## src/rtl/vga_pkg.sv

```systemverilog
// Shared constants and types for the VGA scan / logo animation slice.
// Timing defaults describe 640x480@60 with a 25 MHz pixel clock.
package vga_pkg;

  localparam int COORD_W = 11;
  localparam int ARITH_W = COORD_W + 1;

  localparam int DEF_H_VIS  = 640;
  localparam int DEF_H_FP   = 16;
  localparam int DEF_H_SYNC = 96;
  localparam int DEF_H_BP   = 48;
  localparam int DEF_V_VIS  = 480;
  localparam int DEF_V_FP   = 10;
  localparam int DEF_V_SYNC = 2;
  localparam int DEF_V_BP   = 33;

  localparam int DEF_H_TOTAL = DEF_H_VIS + DEF_H_FP + DEF_H_SYNC + DEF_H_BP;
  localparam int DEF_V_TOTAL = DEF_V_VIS + DEF_V_FP + DEF_V_SYNC + DEF_V_BP;

  localparam int DEF_STEP            = 2;
  localparam int DEF_DELT_MAX        = 80;
  localparam int DEF_FRAMES_PER_STEP = 1;

  typedef enum logic {
    RIGHT = 1'b0,
    LEFT  = 1'b1
  } dir_t;

  // Half-open window test used by both sync decoders.
  function automatic logic in_window(input logic [COORD_W-1:0] v,
                                     input logic [COORD_W-1:0] lo,
                                     input logic [COORD_W-1:0] hi);
    return (v >= lo) && (v < hi);
  endfunction

endpackage

```

## src/rtl/vga_scan_anim_if.sv

```systemverilog
// Scan/animation bundle between the timing generator and the logo painters.
interface vga_scan_anim_if;
  import vga_pkg::*;

  logic               en;
  logic [COORD_W-1:0] x;
  logic [COORD_W-1:0] y;
  logic               hs;
  logic               vs;
  logic               visible;
  logic               frame_tick;
  logic [COORD_W-1:0] delt;

  modport master (
    input  en,
    output x, y, hs, vs, visible, frame_tick, delt
  );

  modport slave (
    output en,
    input  x, y, hs, vs, visible, frame_tick, delt
  );

endinterface

```

## src/rtl/logo_bounce_ctrl.sv

```systemverilog
// Frame divider plus two-state bounce FSM producing the logo offset delt.
// delt only moves on a qualified step_en edge, so it is constant within a frame.
module logo_bounce_ctrl
  import vga_pkg::*;
#(
  parameter int STEP            = DEF_STEP,
  parameter int DELT_MAX        = DEF_DELT_MAX,
  parameter int FRAMES_PER_STEP = DEF_FRAMES_PER_STEP
) (
  input  logic               clk,
  input  logic               rst,
  input  logic               step_en,
  output logic [COORD_W-1:0] delt
);

  localparam int DIV_W = (FRAMES_PER_STEP > 1) ? $clog2(FRAMES_PER_STEP) : 1;
  localparam logic [DIV_W-1:0]   DIV_LAST = DIV_W'(FRAMES_PER_STEP - 1);
  localparam logic [ARITH_W-1:0] STEP_W   = ARITH_W'(STEP);
  localparam logic [ARITH_W-1:0] MAX_W    = ARITH_W'(DELT_MAX);
  localparam logic [COORD_W-1:0] STEP_C   = COORD_W'(STEP);
  localparam logic [COORD_W-1:0] MAX_C    = COORD_W'(DELT_MAX);

  dir_t               state, state_nxt;
  logic [COORD_W-1:0] delt_q, delt_nxt;
  logic [DIV_W-1:0]   div, div_nxt;

  // One extra bit of headroom so delt+STEP cannot wrap before the clamp test.
  function automatic logic hits_max(input logic [COORD_W-1:0] d);
    logic [ARITH_W-1:0] sum;
    sum = {1'b0, d} + STEP_W;
    return sum >= MAX_W;
  endfunction

  function automatic logic hits_min(input logic [COORD_W-1:0] d);
    return {1'b0, d} <= STEP_W;
  endfunction

  function automatic logic [COORD_W-1:0] step_up(input logic [COORD_W-1:0] d);
    logic [ARITH_W-1:0] sum;
    sum = {1'b0, d} + STEP_W;
    return (sum >= MAX_W) ? MAX_C : sum[COORD_W-1:0];
  endfunction

  function automatic logic [COORD_W-1:0] step_dn(input logic [COORD_W-1:0] d);
    return (d <= STEP_C) ? '0 : (d - STEP_C);
  endfunction

  always_ff @(posedge clk or posedge rst) begin
    if (rst) begin
      state  <= RIGHT;
      delt_q <= '0;
      div    <= '0;
    end else begin
      state  <= state_nxt;
      delt_q <= delt_nxt;
      div    <= div_nxt;
    end
  end

  always_comb begin
    state_nxt = state;
    delt_nxt  = delt_q;
    div_nxt   = div;
    if (step_en) begin
      if (div == DIV_LAST) begin
        div_nxt = '0;
        unique case (state)
          RIGHT: begin
            if (hits_max(delt_q)) begin
              delt_nxt  = MAX_C;
              state_nxt = LEFT;
            end else begin
              delt_nxt = step_up(delt_q);
            end
          end
          LEFT: begin
            if (hits_min(delt_q)) begin
              delt_nxt  = '0;
              state_nxt = RIGHT;
            end else begin
              delt_nxt = step_dn(delt_q);
            end
          end
          default: begin
            delt_nxt  = '0;
            state_nxt = RIGHT;
          end
        endcase
      end else begin
        div_nxt = div + 1'b1;
      end
    end
  end

  assign delt = delt_q;

endmodule

```

## src/rtl/vga_scan_anim.sv

```systemverilog
// VGA scan counters with zero-latency sync/visible/frame_tick decode,
// plus the per-frame logo offset from logo_bounce_ctrl.
module vga_scan_anim
  import vga_pkg::*;
#(
  parameter int H_VIS           = DEF_H_VIS,
  parameter int H_FP            = DEF_H_FP,
  parameter int H_SYNC          = DEF_H_SYNC,
  parameter int H_BP            = DEF_H_BP,
  parameter int V_VIS           = DEF_V_VIS,
  parameter int V_FP            = DEF_V_FP,
  parameter int V_SYNC          = DEF_V_SYNC,
  parameter int V_BP            = DEF_V_BP,
  parameter int STEP            = DEF_STEP,
  parameter int DELT_MAX        = DEF_DELT_MAX,
  parameter int FRAMES_PER_STEP = DEF_FRAMES_PER_STEP
) (
  input  logic            clk,
  input  logic            rst,
  vga_scan_anim_if.master vga
);

  localparam int H_TOTAL = H_VIS + H_FP + H_SYNC + H_BP;
  localparam int V_TOTAL = V_VIS + V_FP + V_SYNC + V_BP;

  localparam logic [COORD_W-1:0] H_LAST   = COORD_W'(H_TOTAL - 1);
  localparam logic [COORD_W-1:0] V_LAST   = COORD_W'(V_TOTAL - 1);
  localparam logic [COORD_W-1:0] H_VIS_C  = COORD_W'(H_VIS);
  localparam logic [COORD_W-1:0] V_VIS_C  = COORD_W'(V_VIS);
  localparam logic [COORD_W-1:0] HS_START = COORD_W'(H_VIS + H_FP);
  localparam logic [COORD_W-1:0] HS_END   = COORD_W'(H_VIS + H_FP + H_SYNC);
  localparam logic [COORD_W-1:0] VS_START = COORD_W'(V_VIS + V_FP);
  localparam logic [COORD_W-1:0] VS_END   = COORD_W'(V_VIS + V_FP + V_SYNC);

  logic [COORD_W-1:0] hcnt, vcnt;
  logic               h_last, v_last, frame_tick;

  assign h_last     = (hcnt == H_LAST);
  assign v_last     = (vcnt == V_LAST);
  assign frame_tick = h_last && v_last;

  always_ff @(posedge clk or posedge rst) begin
    if (rst) begin
      hcnt <= '0;
      vcnt <= '0;
    end else if (h_last) begin
      hcnt <= '0;
      vcnt <= v_last ? '0 : (vcnt + 1'b1);
    end else begin
      hcnt <= hcnt + 1'b1;
    end
  end

  // Decodes come straight off the counters so they line up with x/y.
  assign vga.x          = hcnt;
  assign vga.y          = vcnt;
  assign vga.hs         = ~in_window(hcnt, HS_START, HS_END);
  assign vga.vs         = ~in_window(vcnt, VS_START, VS_END);
  assign vga.visible    = (hcnt < H_VIS_C) && (vcnt < V_VIS_C);
  assign vga.frame_tick = frame_tick;

  logo_bounce_ctrl #(
    .STEP            (STEP),
    .DELT_MAX        (DELT_MAX),
    .FRAMES_PER_STEP (FRAMES_PER_STEP)
  ) u_bounce (
    .clk     (clk),
    .rst     (rst),
    .step_en (frame_tick & vga.en),
    .delt    (vga.delt)
  );

endmodule

```

## src/flat_wrapper.sv

```systemverilog
// flat-port wrapper written by rule: the top's interface ports become plain ports
module vga_scan_anim_flat import vga_pkg::*;
#(
  parameter int H_VIS           = DEF_H_VIS,
  parameter int H_FP            = DEF_H_FP,
  parameter int H_SYNC          = DEF_H_SYNC,
  parameter int H_BP            = DEF_H_BP,
  parameter int V_VIS           = DEF_V_VIS,
  parameter int V_FP            = DEF_V_FP,
  parameter int V_SYNC          = DEF_V_SYNC,
  parameter int V_BP            = DEF_V_BP,
  parameter int STEP            = DEF_STEP,
  parameter int DELT_MAX        = DEF_DELT_MAX,
  parameter int FRAMES_PER_STEP = DEF_FRAMES_PER_STEP
)
  (clk, rst, vga_en, vga_x, vga_y, vga_hs, vga_vs, vga_visible, vga_frame_tick, vga_delt);
  vga_scan_anim_if vga_i ();
  input  logic clk;
  input  logic rst;
  input wire logic [$bits(vga_i.en)-1:0] vga_en;
  output wire logic [$bits(vga_i.x)-1:0] vga_x;
  output wire logic [$bits(vga_i.y)-1:0] vga_y;
  output wire logic [$bits(vga_i.hs)-1:0] vga_hs;
  output wire logic [$bits(vga_i.vs)-1:0] vga_vs;
  output wire logic [$bits(vga_i.visible)-1:0] vga_visible;
  output wire logic [$bits(vga_i.frame_tick)-1:0] vga_frame_tick;
  output wire logic [$bits(vga_i.delt)-1:0] vga_delt;
  assign vga_i.en = vga_en;
  assign vga_x = vga_i.x;
  assign vga_y = vga_i.y;
  assign vga_hs = vga_i.hs;
  assign vga_vs = vga_i.vs;
  assign vga_visible = vga_i.visible;
  assign vga_frame_tick = vga_i.frame_tick;
  assign vga_delt = vga_i.delt;
  vga_scan_anim #(.H_VIS(H_VIS), .H_FP(H_FP), .H_SYNC(H_SYNC), .H_BP(H_BP), .V_VIS(V_VIS), .V_FP(V_FP), .V_SYNC(V_SYNC), .V_BP(V_BP), .STEP(STEP), .DELT_MAX(DELT_MAX), .FRAMES_PER_STEP(FRAMES_PER_STEP)) u_core (.clk(clk), .rst(rst), .vga(vga_i));
endmodule
```

## config.mk

```make
export PLATFORM = sky130hd
export DESIGN_NAME = vga_scan_anim_flat
export DESIGN_NICKNAME = d
export VERILOG_FILES = /design/src/rtl/vga_pkg.sv /design/src/rtl/vga_scan_anim_if.sv /design/src/rtl/logo_bounce_ctrl.sv /design/src/rtl/vga_scan_anim.sv /design/src/flat_wrapper.sv
export SDC_FILE = /design/constraint.sdc
export NUM_CORES = 1
export LEC_CHECK = 0
export ABC_AREA = 0
export CAP_MARGIN = 30
export CORE_MARGIN = 10
export CORE_UTILIZATION = 40
export DETAILED_ROUTE_END_ITERATION = 8
export GPL_TIMING_DRIVEN = 0
export PLACE_DENSITY_LB_ADDON = 0.3
export SKIP_CTS_REPAIR_TIMING = 1
export SLEW_MARGIN = 10
export SYNTH_ARGS = -nofsm -noshare
export SYNTH_HDL_FRONTEND = slang
export SYNTH_HIERARCHICAL = 1
export SYNTH_SLANG_ARGS = --single-unit
```

## constraint.sdc

```tcl
create_clock -name clk -period 2.6 [get_ports clk]
set_input_delay 0.52 -clock clk [delete_from_list [all_inputs] [get_ports clk]]
set_output_delay 0.52 -clock clk [all_outputs]
set_load 0.02 [all_outputs]
```

Word-level counts from Yosys, hierarchy flattened. Cells that the tools add are included.

Flip-flop bits (word level): 35. Input bits: 3. Output and inout port bits: 37. Word-level logic and storage cells: 41.

Add/subtract/negate cells: 5. $lt $le $gt $ge: 9. Eq/ne operators: 2. Muxes and demuxes: 10. Bitwise gates (word level): 5. Reduce and logical (&&, ||, !) cells: 5.

Operator list (count): 11-bit two-way mux (5); 11-bit by 1-bit adder with 11-bit output, second input constant (2); 11-bit by 10-bit == test with 1-bit output, second input constant (2); 11-bit by 2-bit less-or-equal comparator with 1-bit output, second input constant (2); 11-bit by 10-bit less-than comparator with 1-bit output, second input constant (2); 11-bit by 9-bit less-than comparator with 1-bit output, second input constant (2); 11-bit one-hot mux with 2 select lines (1); 11-bit by 2-bit adder with 12-bit output, second input constant (1); 12-bit by 7-bit >= comparator with 1-bit output, second input constant (1); 11-bit by 10-bit >= comparator with 1-bit output, second input constant (1); 11-bit by 9-bit >= comparator with 1-bit output, second input constant (1); 11-bit by 2-bit subtractor with 11-bit output, second input constant (1); 1-bit logical AND (4); 1-bit NOT (4); 1-bit two-way mux (3); 1-bit one-hot mux with 2 select lines (1); 2-bit AND reduction (1); 1-bit adder, second input constant (1); 1-bit bitwise AND (1).

Depth between registers and ports, before layout.
Depth in word-level cells: 4. Mapped depth: 10. Mapped depth without buffers: 10.

By module. Netlist, hierarchy kept.

Modules (own cells, without submodules): vga_scan_anim (times used 1, cells an instance 122, area an instance 1234.9 sq um, seq. area each 550.5 sq um); logo_bounce_ctrl (times used 1, cells an instance 113, area an instance 920.9 sq um, seq. area each 275.3 sq um).

Worst setup path before layout. Ideal clock, no wire load.

Kind: register -> register. Start: reg u_core.vcnt[0], in the netlist u_core/vga.y[0]. End: reg u_core.u_bounce.delt_q[6], in the netlist u_core/u_bounce/delt[6]. Setup time: 76 ps. Arrival: 2497 ps. Required time: 2524 ps. Path slack: 27 ps. Cell stages (with the launch flop): 11. Path buffers: 0. Clock period less this slack: 2573 ps. Cells stage by stage: dfrtp_1 > inv_1 > ha_1 > nor4bb_1 > nand3_1 > nor2_1 > and2_1 > clkinv_1 > nor4_1 > a221oi_1 > o21ai_1.

Word-level cells in the longest chain between the ends: 4.

Ends and longest elaborated chain: start: declaration (line vga_scan_anim.sv:35) `logic [COORD_W-1:0] hcnt, vcnt;`; start signal: assignment (line vga_scan_anim.sv:48) `vcnt <= v_last ? '0 : (vcnt + 1'b1);`; 11-bit by 10-bit == test with 1-bit output (line vga_scan_anim.sv:39) `assign v_last = (vcnt == V_LAST);`; 1-bit logical AND (line vga_scan_anim.sv:40) `assign frame_tick = h_last && v_last;`; named net vga_frame_tick (line flat_wrapper.sv:26) `output wire logic [$bits(vga_i.frame_tick)-1:0] vga_frame_tick;`; 1-bit bitwise AND (line vga_scan_anim.sv:69) `.step_en (frame_tick & vga.en),`; 2-bit AND reduction (no source line); end signal: assignment (line logo_bounce_ctrl.sv:55) `delt_q <= delt_nxt;`; end: declaration (line logo_bounce_ctrl.sv:24) `logic [COORD_W-1:0] delt_q, delt_nxt;`.

The timed path passes the listed nets, and every way through them passes these cells. A chain may end at the register's enable or synchronous reset.

Worst setup path after layout.
Start: reg u_core.vcnt[6], in the netlist u_core/vga.y[6]. End: out vga_visible.

Word-level cells in the longest chain between the ends: 2.

Ends and longest elaborated chain: 11-bit by 9-bit less-than comparator with 1-bit output (line vga_scan_anim.sv:59) `assign vga.visible = (hcnt < H_VIS_C) && (vcnt < V_VIS_C);`; 1-bit logical AND (line vga_scan_anim.sv:59); end: declaration (line flat_wrapper.sv:25) `output wire logic [$bits(vga_i.visible)-1:0] vga_visible;`.

Every way passes these cells.

==> impl_metrics.ini <==
[job]
maxCapViolCount = 0

[global_route]
grtUsageTotal_pct = 12.4
grt_pass1_wl_mm = 8.85
grt_overflow = 0
antenna_found_initial = 0
grt_start_max_net_pins = 23
grt_pass1_vias = 1809

[floorplan]
io_pins = 40
fp.coreArea_um2 = 5170
dieHeight_um = 93.4
initial_core_util_pct = 41.7
std_cell_rows = 26
die_area_um2 = 8730
fp.dieW_um = 93.4

[timing]
tightest_slew_ns = 0.629
final_hold_viol_count = 0
setup_ws_ns = 0.168
slew_violations = 0
period_minus_slack_ns = 2.43
timing.fmax_ghz = 0.411
rsz0062_at_grt = no
finalSetupTns_ns = 0
timing.hold.ws_ns = 0.469
finalCritPeriodShare_pct = 93.5
setup-violations-final = 0
skew_ns = 0.00250
max_slew_margin_pct = 57.8

[detailed_routing]
met2_length_mm = 2.59
wl_met3_um = 380
num_vias = 1950
wl_met1_mm = 2.39
routed_wl_mm = 5.46
ant_nets = 0
vias_per_cell = 5.52
wl_per_cell_um = 15.5
firstDrtPassIters = 4
first_iter_violations = 139
highest_layer = met4
drc = 0

[cts]
cts_buffers = 5
clk_pin_slew_ns = 0.06
clock_latency_ns = 0.28
cts_tree = done
htreeDepth = 2
cts.sinks = 33
clk_path_buf_depth = 2
cts_root_buffer = clkbuf_8

[synthesis]
synth_top_area_share_pct = 38.3
synth-edff-count = 0
synth_top_area_cell = dfrtp_1
synth_xor_area_share_pct = 6.09
synth-compound-area-share_pct = 15.1
ys_seq_area_share_pct = 38.3
synth_area_leaders = dfrtp_1 38%, xnor2_1 4.9%, ha_1 4.6%, nor2_1 3.8%, nand3_1 3.0%
synthAdderAreaFrac_pct = 4.64
synth_area_per_cell_um2 = 9.17
synth_top_family_by_area = simple AND/OR/NAND/NOR gates
syn_area_um2 = 2160
synth_fp_nets = 246
yosys_warnings = 6
ys_ff_latch = 33
synth_cell_type_count = 50
muxShareOfSynthArea_pct = 2.50
synthesis.instances = 235
ys_async_sr_fraction_pct = 100
synth_flop_cell = dfrtp_1
synthSimpleGateAreaFrac_pct = 28.4

[setup_path]
end_kind = output port
start_kind = register
r2r_start = u_core/u_bounce/delt[2]
worst_ep_arrival_time_ns = 1.91
cp.required_ns = 2.08
r2r_slack_ns = 0.18
worstRegToRegCells = 6
cp_max_fo = 6
r2r-end = u_core/u_bounce/delt[1]
crit_type = register to output port

[run_status]
status = finished, final reports clean

[power_and_ir_drop]
power_density_nw_per_um2 = 327
p_leak_nw = 1.14
power_uw = 900
ir_drop_mv = 0.224

[final_layout]
final_core_util_pct = 53.2
layout.cells.most_common = clkdlybuf4s50_1
antenna_cells = 0
final_layout_size_suffix_gt1_share_pct = 11.7
regArea_um2 = 827
areaGrowthSynthToFinish_pct = 27.6
multi_input_area_um2 = 1240
final_cells = 353
most-common-layout-cells = 37 x clkdlybuf4s50_1, 32 x dfrtp_1, 21 x nor2_1
fillers = 502
design_area_um2 = 2750
fin_nets = 293

[placed_design]
dp_slack_ns = -0.0508
placed_cell_area_um2 = 2620
place_inst = 343
dp_hpwl_mm = 3.99
port_buffers = 38
place_congestion = 0.857

[worst_hold_path]
hold_class = input port to asynchronous set/reset pin
-- worst max path at each step --
stage,from,end,cells past startpoint
after CTS,u_core/vga.y[0],vga_frame_tick,6
after global placement,u_core/vga.y[0],u_core/u_bounce/delt[9],10
after global routing,u_core/u_bounce/delt[2],u_core/u_bounce/delt[1],6
after detailed placement,u_core/vga.y[0],u_core/u_bounce/delt[9],10
after floorplan,u_core/vga.y[0],u_core/u_bounce/delt[6],10
final,u_core/vga.y[6],vga_visible,3
-- worst max-delay path, cell delays in order, from the launching register on --
cell and delay [ns]:
dfrtp_1 0.45, and4_1 0.28, nor4bb_1 0.25, clkdlybuf4s50_1 0.65
-- cell type report --
cell class	instances	area share (%)
repair buffers	39	14.6
flip-flops and latches	33	30.1
inverters	13	1.91
repair inverters	1	0.182
multi-input cells	182	45.1
clock buffers	8	2.91
plain buffers	7	2.00
well taps	70	3.18
-- cell usage after synthesis, types with 2 or more instances --
cell        n
a21oi_1     8
a22o_1      3
a31oi_1     5
and2_1      2
and3_1      9
and4_1      4
buf_6       3
clkbuf_1    2
dfrtp_1    33
ha_1        8
inv_1      12
mux2_2      3
mux2i_1     2
nand2_1    17
nand2b_1    3
nand3_1    13
nand4_1     5
nor2_1     22
nor3_1      9
nor3b_1     4
nor4_1      4
nor4bb_1    4
o21ai_0     9
o21ai_1     7
o2bb2ai_1   3
o31ai_1     3
or3_4       2
xnor2_1    12
xor2_1      3
-- cells by family after synthesis --
logic type / Yosys count
DFF: 33
buffers and inverters: 20
other: 1
AOI/OAI and AO/OA: 47
muxes: 5
xor gates and xnor gates: 15
adders and majority gates: 8
and+or+nand+nor: 106
-- power breakdown --
part | internal (mW) | total [mW] | switching (mW) | leakage, nW
Sequential | 0.513 | 0.513 | 0 | 0.440
Combinational | 0.00805 | 0.0211 | 0.0130 | 0.657
Clock | 0.190 | 0.366 | 0.176 | 0.0395
-- sequential cells by signal, summed over array words and instances (netlist names) --
register	cells
u_core/u_bounce/delt	10
u_core/u_bounce/state	1
u_core/vga.x	11
u_core/vga.y	11
-- metal layers --
metal,track usage [%],vias up
met2,19.7,61
met3,3.28,9
met4,5.40,0
met1,15.4,929
met5,0,-
li1,-,951
(Power assumes the default switching activity.)
==> variant 1 (same settings) <==
One comparison of `vcnt` changes from == to >=.
--- a/src/rtl/vga_scan_anim.sv
+++ b/src/rtl/vga_scan_anim.sv
@@ -37,5 +37,5 @@
 
   assign h_last     = (hcnt == H_LAST);
-  assign v_last     = (vcnt == V_LAST);
+  assign v_last     = (vcnt >= V_LAST);
   assign frame_tick = h_last && v_last;
 
Formal check against the unedited RTL: same outputs for any inputs over 10 cycles, from zero or initial values and one cycle with rst high; that may be too few to reach the edited logic, so the function may still have changed.
==> variant 1 against the original RTL <==
Sequential power hardly changed. Sequential cell count is the same. Setup slack worse by 0.050 ns. Combinational power increased by 3%. Critical path depth is the same. Via count increased by 2.1%. Synthesized cell count grew 0.43%. Synthesized area is 0.41% lower. Cell area rose by 1.4%. Final cell count increased by 0.57%. Die area fell by 0.32%. Routed wire length up 4.8%. Power rose by 15%.
==> variant 1: results (changes against the original RTL) <==
stage;metric;value;unit;change
run_status;status;finished clean;;
yosys;post-synthesis cell type count;58;;+16%
placement;Placement Setup Slack;-0.0311;ns;+0.0197 ns
yosys;register area share after synthesis;38.5;%;+0.16 points
route;DRT iter0 DRCs;82;;-41%
global_routing;first-pass GRT wire length;9440;um;+6.6%
global_routing;Total Routing Usage GR;13.2;%;+0.80 points
cts;clock buffer depth;2;;unchanged
worst_setup_path;slowest stage delay, CP;0.62;ns;-0.03 ns
yosys;syn_nets;246;;unchanged
sta;hold slack;0.499;ns;+0.0294 ns
yosys;Mapped Cells;236;;+0.43%
hold_path;HP Class;register to register;;
placement;HPWL after DPL;4030;um;+0.79%
yosys;xor/xnor cell area share of the yosys netlist;4.49;%;-1.6 points
sta;worst-case clock skew;0.00639;ns;+0.00389 ns
yosys;Synth Area in Compound Gates;17.8;%;+2.6 points
global_routing;vias in the first global route;1897;;+4.9%
yosys;multiplexer share of the synthesized area;2.56;%;+0.068 points
sta;Tightest Pin Transition;0.596;ns;-0.0326 ns
worst_setup_path;reg-to-reg slack, setup;0.21;ns;+0.03 ns
placement;Port Buffers;38;;unchanged
layout;fin nets;294;;+0.34%
placement;final RePlAce weighted congestion;0.863;;+0.70%
cts;CTS buffer count;5;;unchanged
worst_setup_path;worst-path maximum fanout;7;;+1
layout;Finished Layout Cells;355;;+0.57%
layout;layout cells sized above 1;15.8;%;+4.1 points
route;DR vias;1991;;+2.1%
worst_setup_path;arrival time at the worst endpoint;1.96;ns;+0.05 ns
layout;# diodes;0;;unchanged
placement;placed cell count;344;;+0.29%
route;Post-Route WL;5730;um;+4.8%
worst_setup_path;RR Endpoint;u_core/u_bounce/delt[3];;
power_and_ir_drop;leakage;0.00116;uW;+2.1%
power_and_ir_drop;VDD IR-drop max;231;uV;+3.2%
yosys;Post-synth top cells;33 x dfrtp_1, 26 x nor2_1, 15 x nand2_1;;
cts;Root Buffer;clkbuf_8;;
yosys;adder-cell area share of the yosys netlist;4.08;%;-0.56 points
yosys;top cells by area, synth;dfrtp_1 38%, nor2_1 4.5%, a22o_1 4.5%;;
sta;final worst-path cycle share;95.5;%;+1.9 points
variant 1: worst max-delay path by stage:
stage / from / to / depth (start not counted)
finish: u_core/vga.x[5] / vga_hs / 3
global route: u_core/u_bounce/delt[2] / u_core/u_bounce/delt[2] / 6
CTS: u_core/vga.x[0] / vga_frame_tick / 7
detailed placement: u_core/vga.x[0] / vga_frame_tick / 7
global placement: u_core/vga.x[0] / vga_frame_tick / 7
floorplan: u_core/u_bounce/delt[1] / u_core/u_bounce/delt[3] / 6
variant 1: area by class of cell:
class                           instances  area [um2]
Timing Repair inverter                  1        5.00
Inverter                               14        56.3
Sequential cell                        33         830
Multi-Input combinational cell        181        1210
Buffer                                  8        68.8
Clock buffer                            7        86.3
Fill cell                             487        2380
Timing Repair Buffer                   40         413
Tap cell                               70        87.6
Clock inverter                          1        30.0
variant 1: metrics by stage:
step	instance area [um2]	power, uW
floorplan	2150	533
global placement	2620	540
detailed placement	2620	540
CTS	2730	1050
global route	2790	1080
finish	2790	1040
variant 1: kinds of logic (layout without fill, tap and decap cells):
logic type / count (synthesis) / count (layout)
simple gates: 104 / 104
compound gates: 53 / 53
flops: 33 / 33
buf+inv: 22 / 71
xor+xnor: 11 / 11
fa+ha+maj: 7 / 7
mux: 5 / 5
other cells: 1 / 1
variant 1: critical path, delay by kind of cell (launching register included):
family                 cells  cell delay (ns)
buffers and inverters      1             0.62
DFF                        1             0.46
and+or+nand+nor            2             0.59
variant 1: report_power, final:
group          internal [uW]  switching, uW
registers                513              0
logic                   8.10           13.6
clock network            313            192
total                    834            206
variant 1: metal layers:
layer	GRT usage, %	wire length [um]
met4	3.73	34
met3	5.44	506
met2	21.1	2760
met5	0	0
met1	15.9	2420
==> variant 2 (same settings) <==
Made on the original files. `COORD_W`: 11 -> 13.
--- a/src/rtl/vga_pkg.sv
+++ b/src/rtl/vga_pkg.sv
@@ -3,5 +3,5 @@
 package vga_pkg;
 
-  localparam int COORD_W = 11;
+  localparam int COORD_W = 13;
   localparam int ARITH_W = COORD_W + 1;
 
Interface: changed (resized vga_delt, vga_x and vga_y); port bits go from 40 to 46. The function was not compared with the original's and may differ.
==> variant 2 against the original RTL <==
Count of clock-buffer cells in the layout down 1. Setup slack got worse by 0.061 ns. Routed wire length increased by 24%. Synthesized area is 20% higher. Die area increased by 16%. Power up 13%. Cell area increased by 20%. Sequential cell count is 6 higher. Largest power group unchanged. Highest routed layer unchanged.
==> variant 2: results (changes against the original RTL) <==
stage;metric;value;unit;change
sta;hold slack;0.554;ns;+0.0843 ns
layout;Seq Cell Count;39;;+18%
worst_setup_path;Worst path top cell family by delay;simple AND/OR/NAND/NOR gates;;
global_routing;largest net degree at the start of global routing;15;;-35%
global_routing;Total Routing Usage GR;13.4;%;+1.0 points
sta;Slew HR;60.5;%;+2.8 points
yosys;average size of a mapped cell;9.08;um2;-1.0%
run_status;status;finished clean;;
layout;# fillers;598;;+19%
route;M1 WL;2950;um;+23%
power_and_ir_drop;internal power;800;uW;+12%
global_routing;first-pass GRT wire length;11400;um;+29%
yosys;Post-synth top cells;39 x dfrtp_1, 20 x nand2_1, 20 x nand3_1, 20 x nor2_1, 15 x nand4_1;;
route;DRT iter0 DRCs;114;;-18%
route;1st-pass router iterations;5;;+1
layout;# clk buffers;7;;-1
yosys;top cells by area, synth;dfrtp_1 38%, ha_1 3.9%, nand3_1 3.9%;;
layout;#MultiIn Comb;217;;+19%
worst_setup_path;Worst path slowest cell;dfrtp_2;;
global_routing;routing usage on met3;4.87;%;+1.6 points
yosys;post-synthesis cell type count;62;;+24%
global_routing;GR Util met1;16.7;%;+1.2 points
floorplan;Die Area;10100;um2;+16%
placement;DP Area;3150;um2;+20%
global_routing;vias in the first global route;2323;;+28%
hold_path;HP Class;register to register;;
layout;fin nets;353;;+20%
power_and_ir_drop;VDD IR-drop max;220;uV;-1.6%
route;met2 WL post-DR;3280;um;+27%
placement;placed cell count;408;;+19%
power_and_ir_drop;leakage;0.00141;uW;+24%
power_and_ir_drop;comb pwr;20.4;uW;-3%
placement;Port Buffers;44;;+16%
placement;HPWL after DPL;4990;um;+25%
global_routing;GR met2 Demand/Resource;21.3;%;+1.6 points
[variant 2: worst register-to-register path, cell delays in order (launching register included)]
cell        delay, ns
dfrtp_2          0.40
ha_2             0.21
and4_4           0.28
and4_2           0.21
buf_4            0.14
buf_6            0.15
and3_4           0.25
clkinvlp_4       0.15
buf_4            0.18
nor3b_1          0.20
nand4_1          0.12
nand4_1          0.12
[variant 2: path summary, 6_finish.rpt]
check | from | endpoint
hold / removal | u_core/vga.x[12] | u_core/vga.x[12]
setup reg to reg | u_core/vga.x[1] | u_core/u_bounce/delt[3]
hold reg to reg | u_core/vga.x[12] | u_core/vga.x[12]
max in group asynchronous | rst | u_core/vga.x[1]
setup / recovery | u_core/vga.x[1] | vga_frame_tick
min in group asynchronous | rst | u_core/u_bounce/delt[1]
[variant 2: metrics by stage]
| stage | setup slack (ns) | power [uW] | setup TNS (ns) |
|---|---|---|---|
| after floorplan | 0.124 | 630 | 0 |
| after global placement | -0.153 | 637 | -0.613 |
| after detailed placement | -0.175 | 639 | -0.956 |
| after CTS | -0.447 | 1040 | -1.77 |
| after global routing | 0.000280 | 1070 | 0 |
| final | 0.107 | 1020 | 0 |
[variant 2: cells by family (layout without fill, tap and decap cells)]
kind of cell / Yosys count / count (layout) / synth area share [%]
flops: 39 / 39 / 37.6
compound gates: 54 / 54 / 15.1
other cells: 1 / 1 / 0.144
simple gates: 133 / 133 / 30.2
fa+ha+maj: 8 / 8 / 3.86
mux: 2 / 2 / 0.819
xor+xnor: 19 / 19 / 6.41
buf+inv: 30 / 87 / 5.88
